## src/rtl/phy_lane_reconfig_ctrl.sv

```systemverilog
// CSR-driven reconfiguration sequencer: single read / write / masked RMW onto a shared
// multi-lane Avalon-MM reconfig master, with phase timeout, bad-lane rejection and lane IRQs.
module phy_lane_reconfig_ctrl #(
    parameter int LANES   = 4,
    parameter int ADDR_W  = 10,
    parameter int TIMEOUT = 1023,
    localparam int LANE_W = (LANES > 1) ? $clog2(LANES) : 1
) (
    input  logic                     clk125_clk,
    input  logic                     reset_reset,
    input  logic [3:0]               csr_address,
    input  logic                     csr_read,
    input  logic                     csr_write,
    input  logic [31:0]              csr_writedata,
    output logic [31:0]              csr_readdata,
    output logic                     csr_readdatavalid,
    output logic                     csr_waitrequest,
    output logic [LANE_W+ADDR_W-1:0] m0_address,
    output logic                     m0_read,
    output logic                     m0_write,
    output logic [31:0]              m0_writedata,
    input  logic                     m0_waitrequest,
    input  logic [31:0]              m0_readdata,
    input  logic                     m0_readdatavalid,
    input  logic [LANES-1:0]         lane_irq,
    output logic                     irq
);

    typedef enum logic [2:0] {S_IDLE, S_RD_REQ, S_RD_WAIT, S_WR_REQ, S_DONE} state_t;

    localparam logic [3:0] A_ADDR     = 4'h0;
    localparam logic [3:0] A_WDATA    = 4'h1;
    localparam logic [3:0] A_CMD      = 4'h2;
    localparam logic [3:0] A_MASK     = 4'h3;
    localparam logic [3:0] A_STATUS   = 4'h4;
    localparam logic [3:0] A_RDATA    = 4'h5;
    localparam logic [3:0] A_IRQ_PEND = 4'h6;
    localparam logic [3:0] A_IRQ_MASK = 4'h7;
    localparam logic [3:0] A_VERSION  = 4'h8;
    localparam logic [15:0] TO_LAST   = 16'(TIMEOUT - 1);

    state_t                    state_q, state_d;
    logic [15:0]               cnt_q, cnt_d;
    logic [7:0]                lane_q, lane_d;
    logic [ADDR_W-1:0]         reg_q, reg_d;
    logic [31:0]               wdata_q, wdata_d;
    logic [31:0]               mask_q, mask_d;
    logic [31:0]               rdata_q, rdata_d;
    logic [LANE_W+ADDR_W-1:0]  op_addr_q, op_addr_d;
    logic [31:0]               op_mask_q, op_mask_d;
    logic [31:0]               m0_wdata_q, m0_wdata_d;
    logic                      op_rmw_q, op_rmw_d;
    logic                      done_q, done_d;
    logic                      tmo_q, tmo_d;
    logic                      bad_q, bad_d;
    logic                      ovr_q, ovr_d;
    logic [LANES-1:0]          pend_q, pend_d;
    logic [LANES-1:0]          irqmask_q, irqmask_d;
    logic [LANES-1:0]          prev_q, prev_d;
    logic                      irq_q, irq_d;
    logic [31:0]               rd_q, rd_d;
    logic                      rdv_q, rdv_d;

    logic cmd_wr, accept, lane_bad, busy;

    assign busy     = (state_q != S_IDLE);
    assign cmd_wr   = csr_write && (csr_address == A_CMD);
    assign accept   = cmd_wr && (|csr_writedata[2:0]) && !busy;
    assign lane_bad = 32'(lane_q) >= 32'(LANES);

    // CSR register file and interrupt latching
    always_comb begin
        lane_d    = lane_q;
        reg_d     = reg_q;
        wdata_d   = wdata_q;
        mask_d    = mask_q;
        irqmask_d = irqmask_q;
        pend_d    = pend_q;
        prev_d    = lane_irq;
        if (csr_write) begin
            case (csr_address)
                A_ADDR: begin
                    lane_d = csr_writedata[31:24];
                    reg_d  = csr_writedata[ADDR_W-1:0];
                end
                A_WDATA:    wdata_d   = csr_writedata;
                A_MASK:     mask_d    = csr_writedata;
                A_IRQ_PEND: pend_d    = pend_q & ~csr_writedata[LANES-1:0];
                A_IRQ_MASK: irqmask_d = csr_writedata[LANES-1:0];
                default: ;
            endcase
        end
        // a fresh rising edge beats a same-cycle clear
        pend_d = pend_d | (lane_irq & ~prev_q);
        irq_d  = |(pend_q & irqmask_q);
    end

    always_comb begin
        state_d    = state_q;
        cnt_d      = '0;
        rdata_d    = rdata_q;
        op_addr_d  = op_addr_q;
        op_mask_d  = op_mask_q;
        m0_wdata_d = m0_wdata_q;
        op_rmw_d   = op_rmw_q;
        done_d     = done_q;
        tmo_d      = tmo_q;
        bad_d      = bad_q;
        ovr_d      = ovr_q;
        if (accept) begin
            done_d = 1'b0;
            tmo_d  = 1'b0;
            bad_d  = 1'b0;
            ovr_d  = 1'b0;
        end
        if (cmd_wr && busy) ovr_d = 1'b1;
        case (state_q)
            S_IDLE: begin
                if (accept) begin
                    if (lane_bad) begin
                        bad_d   = 1'b1;
                        state_d = S_DONE;
                    end else begin
                        // operands are frozen here so CSR writes mid-op cannot disturb the bus
                        op_addr_d  = {lane_q[LANE_W-1:0], reg_q};
                        op_mask_d  = mask_q;
                        m0_wdata_d = wdata_q;
                        op_rmw_d   = csr_writedata[2];
                        state_d    = (csr_writedata[2] || !csr_writedata[1]) ? S_RD_REQ : S_WR_REQ;
                    end
                end
            end
            S_RD_REQ: begin
                if (!m0_waitrequest) begin
                    state_d = S_RD_WAIT;
                end else if (cnt_q == TO_LAST) begin
                    tmo_d   = 1'b1;
                    state_d = S_DONE;
                end
            end
            S_RD_WAIT: begin
                if (m0_readdatavalid) begin
                    rdata_d = m0_readdata;
                    if (op_rmw_q) begin
                        m0_wdata_d = (m0_readdata & ~op_mask_q) | (m0_wdata_q & op_mask_q);
                        state_d    = S_WR_REQ;
                    end else begin
                        state_d = S_DONE;
                    end
                end else if (cnt_q == TO_LAST) begin
                    tmo_d   = 1'b1;
                    state_d = S_DONE;
                end
            end
            S_WR_REQ: begin
                if (!m0_waitrequest) begin
                    state_d = S_DONE;
                end else if (cnt_q == TO_LAST) begin
                    tmo_d   = 1'b1;
                    state_d = S_DONE;
                end
            end
            S_DONE: begin
                done_d  = 1'b1;
                state_d = S_IDLE;
            end
            default: state_d = S_IDLE;
        endcase
        if (state_d == state_q &&
            (state_q == S_RD_REQ || state_q == S_RD_WAIT || state_q == S_WR_REQ))
            cnt_d = cnt_q + 16'd1;
    end

    always_comb begin
        rd_d  = '0;
        rdv_d = csr_read;
        if (csr_read) begin
            case (csr_address)
                A_ADDR:     rd_d = {lane_q, 8'h00, 16'(reg_q)};
                A_WDATA:    rd_d = wdata_q;
                A_MASK:     rd_d = mask_q;
                A_STATUS:   rd_d = {27'd0, ovr_q, bad_q, tmo_q, done_q, busy};
                A_RDATA:    rd_d = rdata_q;
                A_IRQ_PEND: rd_d = 32'(pend_q);
                A_IRQ_MASK: rd_d = 32'(irqmask_q);
                A_VERSION:  rd_d = 32'h0002_0000 | 32'(LANES);
                default:    rd_d = '0;
            endcase
        end
    end

    always_ff @(posedge clk125_clk) begin
        if (reset_reset) begin
            state_q    <= S_IDLE;
            cnt_q      <= '0;
            lane_q     <= '0;
            reg_q      <= '0;
            wdata_q    <= '0;
            mask_q     <= '0;
            rdata_q    <= '0;
            op_addr_q  <= '0;
            op_mask_q  <= '0;
            m0_wdata_q <= '0;
            op_rmw_q   <= 1'b0;
            done_q     <= 1'b0;
            tmo_q      <= 1'b0;
            bad_q      <= 1'b0;
            ovr_q      <= 1'b0;
            pend_q     <= '0;
            irqmask_q  <= '0;
            prev_q     <= '0;
            irq_q      <= 1'b0;
            rd_q       <= '0;
            rdv_q      <= 1'b0;
        end else begin
            state_q    <= state_d;
            cnt_q      <= cnt_d;
            lane_q     <= lane_d;
            reg_q      <= reg_d;
            wdata_q    <= wdata_d;
            mask_q     <= mask_d;
            rdata_q    <= rdata_d;
            op_addr_q  <= op_addr_d;
            op_mask_q  <= op_mask_d;
            m0_wdata_q <= m0_wdata_d;
            op_rmw_q   <= op_rmw_d;
            done_q     <= done_d;
            tmo_q      <= tmo_d;
            bad_q      <= bad_d;
            ovr_q      <= ovr_d;
            pend_q     <= pend_d;
            irqmask_q  <= irqmask_d;
            prev_q     <= prev_d;
            irq_q      <= irq_d;
            rd_q       <= rd_d;
            rdv_q      <= rdv_d;
        end
    end

    assign csr_readdata      = rd_q;
    assign csr_readdatavalid = rdv_q;
    assign csr_waitrequest   = 1'b0;
    assign m0_address        = op_addr_q;
    assign m0_read           = (state_q == S_RD_REQ);
    assign m0_write          = (state_q == S_WR_REQ);
    assign m0_writedata      = m0_wdata_q;
    assign irq               = irq_q;

endmodule

```

## config.mk

```make
export PLATFORM = sky130hd
export DESIGN_NAME = phy_lane_reconfig_ctrl
export DESIGN_NICKNAME = d
export VERILOG_FILES = /design/src/rtl/phy_lane_reconfig_ctrl.sv
export SDC_FILE = /design/constraint.sdc
export NUM_CORES = 1
export LEC_CHECK = 0
export CORE_MARGIN = 4
export CORE_UTILIZATION = 50
export CTS_BUF_LIST = sky130_fd_sc_hd__clkbuf_8
export CTS_CLUSTER_SIZE = 20
export DETAILED_ROUTE_END_ITERATION = 12
export GPL_ROUTABILITY_DRIVEN = 0
export PLACE_DENSITY = 0.87
export SYNTH_ARGS = -nofsm -noshare
export SYNTH_HDL_FRONTEND = slang
export SYNTH_SLANG_ARGS = --single-unit
```

## constraint.sdc

```tcl
create_clock -name clk125_clk -period 1.8 [get_ports clk125_clk]
set_input_delay 0.36 -clock clk125_clk [delete_from_list [all_inputs] [get_ports clk125_clk]]
set_output_delay 0.36 -clock clk125_clk [all_outputs]
set_load 0.02 [all_outputs]
```

# After elaboration in Yosys (flattened, before gate mapping)

Index checks and enable logic that the tools add are counted.

Bits in registers: 260
Bits of input ports: 78
Logic and storage cells: 111
Output and inout port bits: 81

$add $sub $neg: 1
Multiplexer cells: 29
Bitwise logic cells: 13
Order comparisons: 1
Eq/ne operators: 18
Reduce and logical (&&, ||, !) cells: 28

Operator list:

| cell                    | count |
|---|---|
| $pmux W32 S8            | 1 |
| $mux W32                | 4 |
| $and A32 B32 Y32        | 2 |
| $pmux W32 S2            | 1 |
| $not A32 Y32            | 1 |
| $or A32 B32 Y32         | 1 |
| $mux W3                 | 7 |
| $add A16 B1 Y16 const B | 1 |
| $eq A16 B10 Y1 const B  | 1 |
| $eq A4 B3 Y1 const B    | 4 |
| $and A4 B4 Y4           | 3 |
| $pmux W3 S4             | 1 |
| $mux W1                 | 11 |
| $reduce_and A2 Y1       | 5 |
| $eq A4 B2 Y1 const B    | 2 |
| $ge A8 B3 Y1 const B    | 1 |
| $mux W4                 | 2 |
| $ne A2 B2 Y1 const B    | 4 |
| $not A4 Y4              | 2 |
| $eq A3 B2 Y1 const B    | 2 |
| $reduce_bool A2 Y1      | 3 |
| $reduce_or A2 Y1        | 3 |
| $logic_and A1 B1 Y1     | 5 |
| $reduce_and A5 Y1       | 1 |
| other kinds (17)        | 22 |

# Depth between registers and ports, before layout

Gate-level depths: netlist of run 1.

Word-level depth: 10
Mapped depth: 7
Mapped depth without buffers: 6

# Worst setup path after synthesis of run 1

No wires, ideal clock.

Kind: input-to-reg
Start: input csr_writedata[2]
End: register (tool-made name)
Data required time: 1648 ps
Stages: 7
Data arrival time: 1553 ps
Buffers on the path: 3
Slack: 96 ps
Cell sequence: buf_2 or3_1 and4_1 buf_6 buf_6 o211ai_1 a221oi_2

RTL lines:

| item            | line | text |
|---|---|---|
| start, declared | 14   | `input logic [31:0] csr_writedata,` |

==> results.json, run 1 <==
{
  "synth-seq-cells": 260,
  "viasPerCell": 6.147,
  "cts_buffer_depth": 3,
  "p_leak_nw": 5.204,
  "setup_violations": 0,
  "slowest_delay_ns": 0.44,
  "worstPathMaxFanout": 21,
  "routedWlPerCell_um": 20.33,
  "status": "finished clean",
  "syn_nets": 1415,
  "seq_area_frac_synth_pct": 46.79,
  "core-area_sq_um": 21820,
  "drt-initial-drc-count": 1553,
  "cts_buffers": 44,
  "rows": 54,
  "max_cap_violations": 0,
  "grt_pass1_wl_mm": 57.93,
  "cp.depth": 5,
  "pre_cts_ws_ns": -0.5877,
  "crit_chain": "or3b_1 > buf_6 > or3_1 > o21ai_0 > a221oi_2",
  "arrival_ns": 2.18,
  "die_w_um": 157.2,
  "antenna_found_initial": 1,
  "die_y_um": 157.2,
  "place_inst": 1776,
  "cts_tree": "built",
  "cp_data_required_time_ns": 2.19,
  "synth_top_area_share_pct": 46.79,
  "stdcell_count": 1860,
  "ys_top_cells_by_area": "dfxtp_1 (47%), nand2_1 (9.5%), a21oi_1 (9.0%), a221oi_2 (4.2%), o21ai_0 (3.4%)",
  "initial_core_util_pct": 50.97,
  "cts_num_sinks": 260,
  "grt_pass1_vias": 11120,
  "place_hpwl_mm": 24.40,
  "cp_top_family": "simple AND/OR/NAND/NOR gates",
  "syn_area_sq_um": 11120,
  "io_pins": 159,
  "syn_avg_cell_area_sq_um": 8.332,
  "power_frac_comb_pct": 7.4,
  "nets": 1624,
  "cts_hold_buf": 0,
  "clock_latency_ns": 0.56,
  "period_needed_ns": 1.792,
  "placed_area_sq_um": 13720,
  "synthArstFlopShare_pct": 0,
  "postRouteAntennaNets": 0,
  "cts-root-buf": "clkbuf_8",
  "final_cell_area_sq_um": 14630,
  "first_pass_iters": 6,
  "maxClockFrequency_mhz": 558.2,
  "final_cell_mix": "nand2_1 (282), dfxtp_1 (257), a21oi_1 (199), buf_4 (93), dlygate4sd2_1 (78)",
  "hold_viol_final": 0,
  "grt_usage_pct": 29.18,
  "p_int_mw": 9.099,
  "peakVddDrop_v": 0.0005871,
  "pwr-share-clk_pct": 44.2,
  "p_per_area_nw_per_um2": 827.1,
  "p_sw_share_pct": 24.79,
  "min_period_over_period_pct": 99.53,
  "layout_commonest_cell": "nand2_1",
  "fin_skew_ns": 0.02931,
  "portBuffers": 157,
  "pwr-share-seq_pct": 48.4,
  "critPathKind": "register to register",
  "hold_depth": 2,
  "grt_max_degree": 176,
  "rsz0062_at_grt": "true",
  "drt-total-wl_mm": 37.81,
  "slew-limit-headroom_pct": 36.64,
  "start_kind": "register",
  "yosys_warnings": 0,
  "endpoint_kind": "register",
  "r2r_slack_ns": 0.008,
  "route.detailed.drc": 0,
  "holdWs_ns": 0.03871,
  "setup_slack_ns": 0.008409,
  "crit_buf_inv": 1,
  "via_count": 11430,
  "synth_edf_count": 0,
  "slew_violations": 0,
  "min_path_type": "input pin to register",
  "ff2ff_path_depth": 5,
  "drive_above_1_share_pct": 16.35,
  "ys_types": 72,
  "dieArea_sq_um": 24700,
  "power_switching_mw": 3.000,
  "syn_inst": 1335,
  "critPathSlowestCell": "or3b_1",
  "syn2layout_area_growth_pct": 31.50,
  "h-tree-depth": 2,
  "clkTransAtPathRegs_ns": 0.06,
  "synth_flop_cell": "dfxtp_1",
  "grt-ovfl-total": 0,
  "synth_area_leader_cell": "dfxtp_1",
  "max_slew.worst_pin.slew_ns": 0.9504
}
synth_stat cells (all sizes together), types with 3 or more instances:
library cell,n
clkbuf,55
nor4,4
nand3,58
a22oi,46
nor3,27
a31oi,4
xnor2,5
dfxtp,260
a21oi,199
o21a,3
o211ai,32
nand3b,3
mux2i,7
or3,38
xor2,4
o31ai,3
o21ai,87
nand4,5
inv,41
a211oi,7
buf,58
nor2,17
and2,4
nor2b,8
a221oi,32
nor3b,4
nand2,283
nand2b,8
logic make-up after synthesis:
group | count (synthesis) | synth area share, %
buf+inv | 154 | 6.355
other cells | 1 | 0.03371
mux | 9 | 0.9336
flops | 260 | 46.79
fa+ha+maj | 2 | 0.2249
simple gates | 475 | 20.25
compound gates | 425 | 24.70
xor+xnor | 9 | 0.7086
path summary, 6_finish.rpt:
check         startpoint           endpoint
max           state_q[2]           register
min          reset_reset  csr_readdatavalid
max reg2reg   state_q[2]           register
min reg2reg   rdata_q[9]         rdata_q[9]
cell type report:
cell class              instances  area (sq um)
inverters                      41         153.9
fillers                      1705          7197
repair buffers                276          2690
flip-flops and latches        260          5214
diodes                          2         5.005
multi-input cells             921          5319
well taps                     280         350.3
clock inverters                25         137.6
clock buffers                  55         757.0
power by group through the flow:
stage               registers [mW]  clock network, mW  logic [mW]
floorplan                     5.99                  0       0.361
global placement              5.98                  0       0.857
detailed placement            5.98                  0       0.872
CTS                           5.85               5.36       0.866
global route                  5.86               5.65       0.930
finish                        5.85               5.35       0.891
layer usage:
layer,part of all wire [%],track usage [%]
met5,0,0
met2,48,48.67
met3,11,5.417
met4,4.9,14.22
met1,36,36.48
what timing repair did:
item,CTS,global route
setup buffers,1,1
endpoints found under the setup margin,106,33
pin swaps,1,1
gates resized for setup,94,12
per-stage QoR:
stage,util (%),setup TNS [ns],power (mW)
after floorplan,-,0,6.350
after CTS,66.69,0,12.08
after detailed placement,62.88,-76.82,6.853
after global routing,67.01,-0.04667,12.43
final,67.02,0,12.10
after global placement,62.88,-63.51,6.835
worst reg2reg max path, cell delays in order (launching register included):
cell      delay, ns
dfxtp_2        0.38
or3b_1         0.44
buf_6          0.20
or3_1          0.33
o21ai_0        0.15
a221oi_2       0.12
(Power assumes the default switching activity.)
==> inputs of run 2 (changes only) <==
--- a/config.mk
+++ b/config.mk
@@ -6,12 +6,12 @@
 export NUM_CORES = 1
 export LEC_CHECK = 0
 export CORE_MARGIN = 4
-export CORE_UTILIZATION = 50
+export CORE_UTILIZATION = 30
 export CTS_BUF_LIST = sky130_fd_sc_hd__clkbuf_8
 export CTS_CLUSTER_SIZE = 20
 export DETAILED_ROUTE_END_ITERATION = 12
 export GPL_ROUTABILITY_DRIVEN = 0
-export PLACE_DENSITY = 0.87
+export PLACE_DENSITY = 0.61
 export SYNTH_ARGS = -nofsm -noshare
 export SYNTH_HDL_FRONTEND = slang
 export SYNTH_SLANG_ARGS = --single-unit
==> results.json, run 2 (synthesis results as in run 1) <==
{
  "r2r_start": "state_q[0]",
  "critPathKind": "register to register",
  "max_cap_violations": 0,
  "hold_viol_final": 0,
  "route.detailed.drc": 0,
  "maxClockFrequency_mhz": 547.7,
  "ff2ff_path_depth": 6,
  "cts_buffers": 47,
  "slowest_delay_ns": 0.47,
  "drt-initial-drc-count": 996,
  "period_needed_ns": 1.826,
  "first_pass_iters": 7,
  "place_inst": 1970,
  "min_path_type": "input pin to register",
  "setup_slack_ns": -0.02593,
  "dieArea_sq_um": 40220,
  "crit_chain": "buf_6 > or3b_4 > clkbuf_16 > or3_4 > o21ai_2 > a221oi_2",
  "grt_pass1_vias": 10770,
  "p_leak_nw": 5.470,
  "start_kind": "register",
  "cts-root-buf": "clkbuf_8",
  "grt-ovfl-total": 0,
  "status": "finished with violations",
  "final_cell_mix": "nand2_1 (282), dfxtp_1 (257), a21oi_1 (198), buf_4 (89), dlygate4sd2_1 (78)",
  "slew_violations": 0,
  "arrival_ns": 2.26,
  "stdcell_count": 2070,
  "r2r_slack_ns": -0.03,
  "grt_max_degree": 110,
  "core-area_sq_um": 36610,
  "drive_above_1_share_pct": 19.38,
  "initial_core_util_pct": 30.38,
  "die_w_um": 200.6,
  "endpoint_kind": "register",
  "pre_cts_ws_ns": -0.5248,
  "viasPerCell": 5.286,
  "layout_commonest_cell": "nand2_1",
  "grt_pass1_wl_mm": 62.10,
  "peakVddDrop_v": 0.0005382,
  "syn2layout_area_growth_pct": 39.31,
  "portBuffers": 157,
  "critPathSlowestCell": "or3b_4",
  "cts_tree": "built",
  "clock_latency_ns": 0.58,
  "io_pins": 159,
  "routedWlPerCell_um": 20.05,
  "cts_num_sinks": 260,
  "multi_input_area_sq_um": 5434,
  "p_per_area_nw_per_um2": 836.0,
  "worstPathMaxFanout": 8,
  "h-tree-depth": 2,
  "place_hpwl_mm": 26.32,
  "placed_area_sq_um": 14150,
  "violations": "setup timing",
  "ff_latch_area_sq_um": 5214,
  "cp_data_required_time_ns": 2.23,
  "min_to": "csr_readdatavalid",
  "drt-total-wl_mm": 41.51,
  "min_period_over_period_pct": 101.4,
  "cts_buffer_depth": 3,
  "via_count": 10940,
  "rsz0062_at_grt": "true",
  "fin_total_pwr_mw": 12.95,
  "grt_usage_pct": 19.25,
  "fin_util_pct": 42.33,
  "fin_skew_ns": 0.03046,
  "clkTransAtPathRegs_ns": 0.05,
  "die_y_um": 200.6,
  "min-delay-start": "reset_reset",
  "max_slew.worst_pin.slew_ns": 0.5922,
  "cp_top_family": "simple AND/OR/NAND/NOR gates",
  "setup_violations": 1,
  "rows": 70,
  "final_cell_area_sq_um": 15500,
  "nets": 1641,
  "hold_depth": 2,
  "num-fill-cells": 3615,
  "crit_buf_inv": 2,
  "postRouteAntennaNets": 0,
  "slew-limit-headroom_pct": 60.52,
  "antenna_found_initial": 3
}
-- run 2: cell count changes in the layout (fill, tap and decap cells not counted), sizes merged --
| cell | delta |
|---|---|
| clkbuf | +16 |
| buf | +10 |
| clkinv | -5 |
| bufinv | +1 |
| clkinvlp | +1 |
| inv | -1 |
-- run 2: cell type report --
class                   count  area share [%]
inverters                  41          0.9931
clock buffers              67           5.951
clock inverters            21          0.9205
well taps                 468           3.779
flip-flops and latches    260           33.65
multi-input cells         921           35.07
repair buffers            290           19.61
diodes                      2         0.03230
-- run 2: what timing repair did --
item | CTS | global route
hold endpoints to repair | 0 | 0
hold buffers | 0 | 0
setup buffers | 1 | 3
cloned | 1 | 5
endpoints found under the setup margin | 113 | 82
pin swaps | 3 | 9
gates resized for setup | 93 | 66
-- run 2: worst reg2reg max path, stage by stage (launching register included) --
cell,delay [ns]
dfxtp_4,0.37
buf_6,0.12
or3b_4,0.47
clkbuf_16,0.22
or3_4,0.38
o21ai_2,0.08
a221oi_2,0.08
-- run 2: routing by layer --
layer	up-vias	global-route usage (%)	routed length [um]
li1	5174	-	-
met3	77	4.507	3538
met5	-	0	0
met2	487	29.41	18540
met1	5204	26.34	18170
met4	0	7.694	1254
-- run 2: power breakdown --
| group | switching (mW) | internal (mW) |
|---|---|---|
| Sequential | 0.0454 | 5.81 |
| Combinational | 0.530 | 0.407 |
| Clock | 2.58 | 3.58 |
-- run 2: per-stage QoR --
step                setup TNS, ns  hold WS [ns]
floorplan                       0        0.4322
global placement           -71.14        0.4429
detailed placement         -79.22        0.4479
CTS                             0       0.04217
global route              -0.2778       0.05465
finish                   -0.02593       0.07556
-- run 2: how the worst max path moves through the flow --
stage | start | depth (start not counted) | slack (ns) | end
floorplan | csr_writedata[2] | 7 | 0.1 | register
global placement | csr_address[2] | 6 | -0.47 | csr_readdata[2]
detailed placement | csr_address[2] | 6 | -0.52 | csr_readdata[2]
CTS | state_q[2] | 3 | 0.005 | m0_write
global route | state_q[2] | 6 | -0.06 | register
finish | state_q[0] | 6 | -0.03 | register
